$ cat src/rtl/reg_dump_pkg.sv
// Shared types and default widths for the register-file dump reader.
package reg_dump_pkg;

   localparam int unsigned ADDR_W = 5;
   localparam int unsigned DATA_W = 32;

   typedef enum logic [1:0] {IDLE, READ, SEND, DONE} state_t;

   typedef logic [ADDR_W-1:0] raddr_t;

endpackage

$ cat src/rtl/reg_dump_csum.sv
// Rotate-and-XOR checksum accumulator over the dumped words.
module reg_dump_csum #(
   parameter int unsigned DATA_W = reg_dump_pkg::DATA_W
) (
   input  logic              clk_i,
   input  logic              reset_i,
   input  logic              clr_i,
   input  logic              en_i,
   input  logic [DATA_W-1:0] data_i,
   output logic [DATA_W-1:0] csum_o
);

   logic [DATA_W-1:0] csum_q, csum_d;

   always_comb begin
      csum_d = csum_q;
      if (clr_i) begin
         csum_d = '0;
      end else if (en_i) begin
         csum_d = {csum_q[DATA_W-2:0], csum_q[DATA_W-1]} ^ data_i;
      end
   end

   always_ff @(posedge clk_i or posedge reset_i) begin
      if (reset_i) begin
         csum_q <= '0;
      end else begin
         csum_q <= csum_d;
      end
   end

   assign csum_o = csum_q;

endmodule

$ cat src/rtl/reg_dump_reader.sv
// Walks a register-file address range and streams (address, data) pairs over valid/ready.
// Optional checksum accumulator enabled by defining REG_DUMP_CHECKSUM_EN.
module reg_dump_reader #(
   parameter int unsigned ADDR_W = reg_dump_pkg::ADDR_W,
   parameter int unsigned DATA_W = reg_dump_pkg::DATA_W
) (
   input  logic              clk_i,
   input  logic              reset_i,
   input  logic              start_i,
   input  logic [ADDR_W-1:0] first_addr_i,
   input  logic [ADDR_W-1:0] last_addr_i,
   output logic [ADDR_W-1:0] rf_raddr_o,
   input  logic [DATA_W-1:0] rf_rdata_i,
   output logic              out_valid_o,
   input  logic              out_ready_i,
   output logic [ADDR_W-1:0] out_addr_o,
   output logic [DATA_W-1:0] out_data_o,
   output logic              busy_o,
   output logic              done_o,
   output logic [DATA_W-1:0] checksum_o
);

   import reg_dump_pkg::*;

   state_t            state_q;
   logic [ADDR_W-1:0] cur_q, end_q, rf_raddr_q, out_addr_q;
   logic [DATA_W-1:0] out_data_q;
   logic              out_valid_q, busy_q, done_q;

   always_ff @(posedge clk_i or posedge reset_i) begin
      if (reset_i) begin
         state_q     <= IDLE;
         cur_q       <= '0;
         end_q       <= '0;
         rf_raddr_q  <= '0;
         out_addr_q  <= '0;
         out_data_q  <= '0;
         out_valid_q <= 1'b0;
         busy_q      <= 1'b0;
         done_q      <= 1'b0;
      end else begin
         case (state_q)
            IDLE: begin
               if (start_i) begin
                  cur_q      <= first_addr_i;
                  end_q      <= last_addr_i;
                  rf_raddr_q <= first_addr_i;
                  busy_q     <= 1'b1;
                  state_q    <= READ;
               end
            end
            READ: begin
               out_data_q  <= rf_rdata_i;
               out_addr_q  <= cur_q;
               out_valid_q <= 1'b1;
               state_q     <= SEND;
            end
            SEND: begin
               // out_valid_q is always set here, so ready alone completes the handshake
               if (out_ready_i) begin
                  out_valid_q <= 1'b0;
                  if (cur_q == end_q) begin
                     done_q  <= 1'b1;
                     state_q <= DONE;
                  end else begin
                     cur_q      <= cur_q + 1'b1;
                     rf_raddr_q <= cur_q + 1'b1;
                     state_q    <= READ;
                  end
               end
            end
            DONE: begin
               done_q  <= 1'b0;
               busy_q  <= 1'b0;
               state_q <= IDLE;
            end
            default: state_q <= IDLE;
         endcase
      end
   end

   assign rf_raddr_o  = rf_raddr_q;
   assign out_valid_o = out_valid_q;
   assign out_addr_o  = out_addr_q;
   assign out_data_o  = out_data_q;
   assign busy_o      = busy_q;
   assign done_o      = done_q;

`ifdef REG_DUMP_CHECKSUM_EN
   logic csum_clr, csum_en;

   assign csum_clr = (state_q == IDLE) && start_i;
   assign csum_en  = (state_q == SEND) && out_ready_i;

   reg_dump_csum #(
      .DATA_W(DATA_W)
   ) u_csum (
      .clk_i   (clk_i),
      .reset_i (reset_i),
      .clr_i   (csum_clr),
      .en_i    (csum_en),
      .data_i  (out_data_q),
      .csum_o  (checksum_o)
   );
`else
   assign checksum_o = '0;
`endif

endmodule
$ cat config.mk
export PLATFORM = sky130hd
export DESIGN_NAME = reg_dump_reader
export DESIGN_NICKNAME = d
export VERILOG_FILES = /design/src/rtl/reg_dump_pkg.sv /design/src/rtl/reg_dump_csum.sv /design/src/rtl/reg_dump_reader.sv
export SDC_FILE = /design/constraint.sdc
export NUM_CORES = 1
export LEC_CHECK = 0
export BUFFER_PORTS_ARGS = -buffer_cell sky130_fd_sc_hd__buf_2
export CORE_MARGIN = 2
export CORE_UTILIZATION = 49
export CTS_CLUSTER_DIAMETER = 150
export DETAILED_ROUTE_END_ITERATION = 12
export PLACE_DENSITY_LB_ADDON = 0.05
export SYNTH_ARGS = -nofsm -noshare
export SYNTH_HDL_FRONTEND = slang
export SYNTH_SLANG_ARGS = --single-unit
$ cat constraint.sdc
create_clock -name clk_i -period 3.39 [get_ports clk_i]
set_input_delay 0.339 -clock clk_i [delete_from_list [all_inputs] [get_ports clk_i]]
set_output_delay 0.339 -clock clk_i [all_outputs]
set_load 0.01 [all_outputs]
Word level (Yosys, flattened, before mapping)
Index checks and enable logic that the tools add are counted.
Word-level totals
  bits of input ports: 46
  bits in registers: 52
  output and inout bits: 77
  word-level logic and storage cells: 43
Operators by class
  reduce and logical (&&, ||, !) cells: 11
  add/subtract/negate cells: 1
  eq/ne operators: 8
  multiplexer cells: 15
Operators with widths (count)
  $mux W5: 3
  $pmux W5 S2: 1
  $ne A2 B2 Y1 const B: 4
  $pmux W2 S4: 1
  $reduce_and A2 Y1: 4
  $reduce_bool A2 Y1: 4
  $mux W2: 3
  $pmux W1 S2: 3
  $add A5 B1 Y5 const B: 1
  $eq A5 B5 Y1: 1
  $eq A2 B2 Y1 const B: 2
  $mux W1: 4
  $reduce_and A4 Y1: 1
  $reduce_and A3 Y1: 1
  $eq A2 B1 Y1 const B: 1
  $logic_not A2 Y1: 1

Longest topological paths before layout
Gate-level depths: netlist (run 1).
  depth in word-level cells: 4
  mapped depth: 5
  mapped depth without buffers: 5

Worst setup path before layout (run 1)
Ideal clock, no wire load.
  kind: reg-to-reg
  start: reg rf_raddr_o[0] (netlist name)
  end: reg rf_raddr_q[1] (netlist: rf_raddr_o[1])
  library setup time: 0.125 ns
  arrival: 1.322 ns
  stages on the path, launching flop included: 5
  clock period less this slack: 1.447 ns
  path buffers: 0
  path slack: 1.943 ns
  required time: 3.265 ns
  cells stage by stage: dfrtp_1 xnor2_1 nand4_2 o21a_1 mux2_2
RTL lines
  end signal: assignment: RTL line reg_dump_reader.sv:47  | rf_raddr_q <= first_addr_i;
  end signal: assignment: RTL line reg_dump_reader.sv:67  | rf_raddr_q <= cur_q + 1'b1;
  end: declaration: RTL line reg_dump_reader.sv:26  | logic [ADDR_W-1:0] cur_q, end_q, rf_raddr_q, out_addr_q;

Worst setup path in the final report (run 1)
  start: reg state_q[0]
  end: reg out_data_q[24] (netlist: out_data_o[24])
Between the ends
  cells in the longest elaborated chain, start to end: 1
Ends and longest elaborated chain
  start: declaration: RTL line reg_dump_reader.sv:25  | state_t state_q;
  start signal: assignment: RTL line reg_dump_reader.sv:32  | state_q <= IDLE;
  start signal: assignment: RTL line reg_dump_reader.sv:49  | state_q <= READ;
  start signal: assignment: RTL line reg_dump_reader.sv:56  | state_q <= SEND;
  $eq A2 B1 Y1: RTL line reg_dump_reader.sv:42  | case (state_q)
  end signal: assignment: RTL line reg_dump_reader.sv:53  | out_data_q <= rf_rdata_i;
  end: declaration: RTL line reg_dump_reader.sv:27  | logic [DATA_W-1:0] out_data_q;
Every way passes these cells.
A chain may end at the register's enable or synchronous reset.

==> flow_summary_export.csv, run 1 <==
group,metric,value,unit
logic_synthesis,ys_seq_area_share,54.3,%
layout,final_core_util,61.1,%
critical_path,worstPathArrival,2060,ps
logic_synthesis,yosys_warnings,0,
global_routing,antenna_found_initial,0,
placement,port_buffers,90,
layout,final_common_cell,"buf_2",
timing,fmax,536,MHz
clocking,clock_latency,300,ps
power_and_ir_drop,total_leakage_power,1.43,nW
floorplan,initial_core_util,50.8,%
floorplan,die_x,74.0,um
critical_path,end_kind,"register",
logic_synthesis,syn_area_per_cell,12.8,um2
clocking,hold_buffers,0,
timing,hold_viol,0,
route,drc,0,
global_routing,grt_pass1_wl,7.12,mm
layout,fin_nets,327,
power_and_ir_drop,power,2.67,mW
route,ant_nets,0,
clocking,clk_pin_slew,90,ps
power_and_ir_drop,irDropWorstVdd,0.439,mV
placement,dpl.hpwl,3.31,mm
clocking,htree_levels,2,
timing,hold_slack,257,ps
timing,max_slew_margin,29.1,%
timing,skew,6.54,ps
placement,place_congestion,0.731,
floorplan,io_pins,123,
route,wl_per_cell,13.1,um
worst_hold_path,hold-path-cell-count,2,
route,dr.pass1.iters,3,
clocking,cts_resized,0,
timing,rsz0062_at_grt,"no",
worst_hold_path,min_path_type,"in2reg",
critical_path,reg2reg_depth,3,
floorplan,dieArea,5470,um2
outcome,status,"completed",
timing,worst_slew_pin_slew,1060,ps
floorplan,die_h,74.0,um
global_routing,track_usage,16.9,%
logic_synthesis,synth-seq-cells,52,
timing,finalMaxSlewViolations,0,
route,drt_wl_total,4.56,mm
timing,fin_crit_sh,55.0,%
critical_path,crit_start,"state_q[0]",
clocking,cts_tree,"done",
route,via_per_inst,4.69,
clocking,clock_tree.buffer_depth,2,
logic_synthesis,ys_types,31,
critical_path,startpoint_type,"register",
logic_synthesis,netlist_area,2400,um2
critical_path,reg2reg_to,"out_data_o[24]",
floorplan,core_area,4720,um2
global_routing,grt-ovfl-total,0,
route,drtIter0Drc,26,
critical_path,r2r_slack,1530,ps
worst_hold_path,worst_hold_path.endpoint,"out_data_o[21]",
timing,finalSetupViolCount,0,
critical_path,critPathMaxFanout,25,
global_routing,grt_pass1_vias,1555,
timing,setup_tns,0,ps
global_routing,grt_max_degree,53,
route,dr_total_vias,1633,
timing,period_needed,1860,ps
floorplan,row_count,25,
layout,layout_common_cells,"90 x buf_2, 52 x dfrtp_1, 43 x mux2_2, 32 x conb_1, 9 x nand2_1",
critical_path,cp.required,3590,ps
critical_path,r2r_start,"state_q[0]",
flow_run,cap_violations,0,
clocking,clockRootBuffer,"clkbuf_8",
layout,area_delta_synth_final,20.3,%
logic_synthesis,synthArstFlopShare,100,%
layout,layout-drive-gt1-share,52.0,%
logic_synthesis,synth_edf_count,0,
clocking,numCtsBuffers,5,
clocking,post-cts-setup-buffer-count,0,
critical_path,crit_type,"reg2reg",
power_and_ir_drop,power_density,924,nW/um2
logic_synthesis,synth_flop_cell,"dfrtp_1",
worst_hold_path,hold_start,"rf_rdata_i[21]",
layout,insertedDiodeCount,0,
clocking,numClockSinks,52,
logic_synthesis,synth_cells,187,
flip-flops by register name, indices dropped and copies added (netlist names):
register	flops
out_valid_o	1
done_o	1
rf_raddr_o	5
end_q	5
out_data_o	32
out_addr_o	5
busy_o	1
state_q	2
per-stage QoR:
step                      instance area, um2  setup WS [ps]  instances
after floorplan                         2510           1790        218
after global placement                  2800           1540        340
after detailed placement                2800           1510        340
after CTS                               2890           1490        348
after global routing                    2890           1390        348
final                                   2890           1530        348
area by class of cell:
type,instances,area [um2]
fillers,386,1840
flip-flops and latches,52,1300
multi-input cells,124,932
repair buffers,92,465
well taps,67,83.8
clock buffers,7,76.3
inverters,5,18.8
clock inverters,1,8.76
power by group:
group / total, mW / switching (mW) / internal, mW
Sequential: 1.15 / 0.219 / 0.933
Clock: 0.346 / 0.198 / 0.148
Combinational: 1.17 / 0.550 / 0.618
critical path: stages (launching register included):
cell and delay (ps):
dfrtp_1 480, nor2b_4 630, buf_4 290, mux2_2 340
worst max-delay path by stage:
stage                           endpoint  slack [ps]  cells past startpoint
final                     out_data_o[24]        1530                      3
after global routing      out_data_o[24]        1390                      3
after CTS                 out_data_o[24]        1490                      3
after detailed placement  out_data_o[28]        1510                      3
after global placement    out_data_o[25]        1540                      3
after floorplan                   busy_o        1790                      1
routing by layer:
metal  part of all wire (%)  track usage (%)  vias to the layer above
li1                       -                -                      767
met1                     42             20.7                      793
met2                     51             29.3                       65
met3                    5.4             4.07                        8
met4                    1.9             6.26                        0
met5                      0                0                        -
cells by family (layout without fill, tap and decap cells):
logic type,count (synthesis),after routing,synth area share [%]
XOR/XNOR,5,5,1.83
adder cells (fa/ha/maj),1,1,0.522
flip-flops,52,52,54.3
AO/OA/AOI/OAI,18,18,5.58
AND/OR/NAND/NOR,24,24,5.01
buffers and inverters,42,105,12.0
multiplexers,44,44,20.6
other,1,32,0.156
Yosys cell counts (2+ instances only):
| cell | n | share of area [%] |
|---|---|---|
| o21a_1 | 2 | 0.63 |
| mux2_2 | 43 | 20 |
| inv_1 | 5 | 0.78 |
| buf_4 | 34 | 11 |
| o211ai_1 | 3 | 0.94 |
| o22ai_1 | 2 | 0.52 |
| nand2_1 | 9 | 1.4 |
| buf_2 | 3 | 0.63 |
| xnor2_1 | 5 | 1.8 |
| nor2_1 | 6 | 0.94 |
| dfrtp_1 | 52 | 54 |
| nand3_1 | 2 | 0.42 |
| a22oi_1 | 3 | 0.94 |
Power figures use the tool's default switching activity.
==> inputs of run 2 (changes only) <==
CORE_UTILIZATION = 41   (was 49)
clock period = 1.5 ns   (was 3.39 ns; I/O delays follow)
==> run 2 against run 1 <==
Count of clock-buffer cells in the layout fell by 2. Critical endpoint is now out_data_o[14]. Cell area rose by 5.4%. Highest routed layer unchanged. Clock skew fell by 1.2 ps. Critical path type unchanged. Largest power group unchanged.
==> flow_summary_export.csv, run 2 (same netlist as run 1, synthesis figures left out) <==
group,metric,value,unit
timing,finalSetupViolCount,0,
placement,port_buffers,90,
power_and_ir_drop,total_leakage_power,1.51,nW
global_routing,antenna_found_initial,0,
power_and_ir_drop,clockPowerShare,14.9,%
clocking,numClockSinks,52,
clocking,clk_pin_slew,100,ps
route,ant_nets,0,
critical_path,cp.required,1690,ps
worst_hold_path,hold_start,"rf_rdata_i[27]",
power_and_ir_drop,power_density,2120,nW/um2
floorplan,core_area,5570,um2
layout,area_delta_synth_final,26.8,%
outcome,status,"completed",
flow_run,cap_violations,0,
global_routing,grt_pass1_vias,1615,
timing,skew,5.33,ps
layout,design_area,3040,um2
route,drtIter0Drc,69,
route,via_per_inst,4.56,
floorplan,dieArea,6480,um2
layout,largest_reg_flops,32,
placement,place_congestion,0.819,
global_routing,grt_pass1_wl,7.43,mm
timing,fin_crit_sh,93.1,%
placement,dp_cells,357,
placement,dp_slack,87.1,ps
critical_path,crit_type,"reg2reg",
clocking,numCtsBuffers,5,
clocking,clockRootBuffer,"clkbuf_8",
worst_hold_path,worst_hold_path.endpoint,"out_data_o[27]",
timing,hold_viol,0,
clocking,clock_latency,310,ps
placement,dpl.hpwl,3.53,mm
clocking,htree_levels,2,
route,wl_per_cell,12.9,um
power_and_ir_drop,internal_power,4.20,mW
clocking,cts_tree,"done",
global_routing,grt_max_degree,39,
floorplan,io_pins,123,
timing,finalMaxSlewViolations,0,
power_and_ir_drop,switching_power,2.25,mW
route,dr.pass1.iters,4,
power_and_ir_drop,switching_share,34.9,%
worst_hold_path,min_path_type,"in2reg",
critical_path,end_kind,"register",
layout,insertedDiodeCount,0,
critical_path,r2r_slack,100,ps
critical_path,critPathMaxFanout,38,
global_routing,track_usage,15.2,%
route,drt_wl_total,4.75,mm
floorplan,row_count,27,
critical_path,reg2reg_depth,4,
layout,layout_common_cells,"90 x buf_2, 50 x dfrtp_1, 43 x mux2_2, 32 x conb_1, 14 x buf_4",
layout,stdcell_count,367,
power_and_ir_drop,power_frac_seq,38.8,%
timing,setup_tns,0,ps
layout,fin_nets,341,
floorplan,initial_core_util,43.0,%
global_routing,grt-ovfl-total,0,
clocking,clock_tree.buffer_depth,2,
timing,fmax,716,MHz
timing,period_needed,1400,ps
layout,final_common_cell,"buf_2",
power_and_ir_drop,combPwrFrac,46.3,%
route,dr_total_vias,1672,
critical_path,worstPathArrival,1590,ps
floorplan,die_h,80.5,um
route,drc,0,
critical_path,startpoint_type,"register",
placement,post_dp_cell_area,2910,um2
timing,hold_slack,67.9,ps
timing,rsz0062_at_grt,"no",
timing,setup_slack,104,ps
power_and_ir_drop,irDropWorstVdd,0.805,mV
layout,layout-drive-gt1-share,55.3,%
critical_path,reg2reg_to,"out_data_o[14]",
floorplan,die_x,80.5,um
worst_hold_path,hold-path-cell-count,2,
critical_path,r2r_start,"state_q[0]",
run 2: how the worst max path moves through the flow:
stage,start,endpoint,slack (ps),depth (start not counted)
3_5_place_dp,state_q[1],rf_raddr_o[2],90,5
6_report,state_q[0],out_data_o[14],100,4
4_1_cts,state_q[1],rf_raddr_o[2],60,5
2_1_floorplan,rf_raddr_o[0],rf_raddr_o[1],50,4
5_1_grt,state_q[0],rf_raddr_o[4],9,5
3_3_place_gp,state_q[1],rf_raddr_o[1],120,4
run 2: worst max-delay path, cell delays in order, from the launching register on:
cell and delay (ps):
dfrtp_2 400, buf_4 120, nor2b_4 150, buf_12 220
mux2_2 360
run 2: layout make-up:
cell class	count	area [um2]
clock buffers	5	68.8
clock inverters	3	42.5
fillers	524	2530
inverters	5	18.8
multi-input cells	124	932
flip-flops and latches	52	1300
well taps	72	90.1
repair buffers	106	586
run 2: timing repair:
item | 4_1_cts | 5_1_grt
hold buffers | 1 | 0
setup endpoints to repair | 0 | 4
resized for setup | 0 | 2
endpoints found under the hold margin | 52 | 0
buffers inserted | 0 | 1
run 2: metal layers:
layer	share of wire [%]	GRT usage, %
met3	7.9	4.72
met5	0	0
met2	47	25.4
met4	1.2	4.58
met1	44	18.7
run 2: power groups by stage:
stage          clock network [mW]  logic, mW  registers, mW
6_report                    0.962       2.98           2.51
5_1_grt                      1.07       3.25           2.61
4_1_cts                      1.00       3.01           2.52
3_5_place_dp                    0       3.00           2.54
3_3_place_gp                    0       2.99           2.51
2_1_floorplan                   0       1.53           2.86
run 2: stage by stage:
stage | util [%] | power [mW]
3_5_place_dp | 52.2 | 5.55
2_1_floorplan | - | 4.39
3_3_place_gp | 52.2 | 5.50
5_1_grt | 54.6 | 6.92
4_1_cts | 54.4 | 6.54
6_report | 54.6 | 6.45
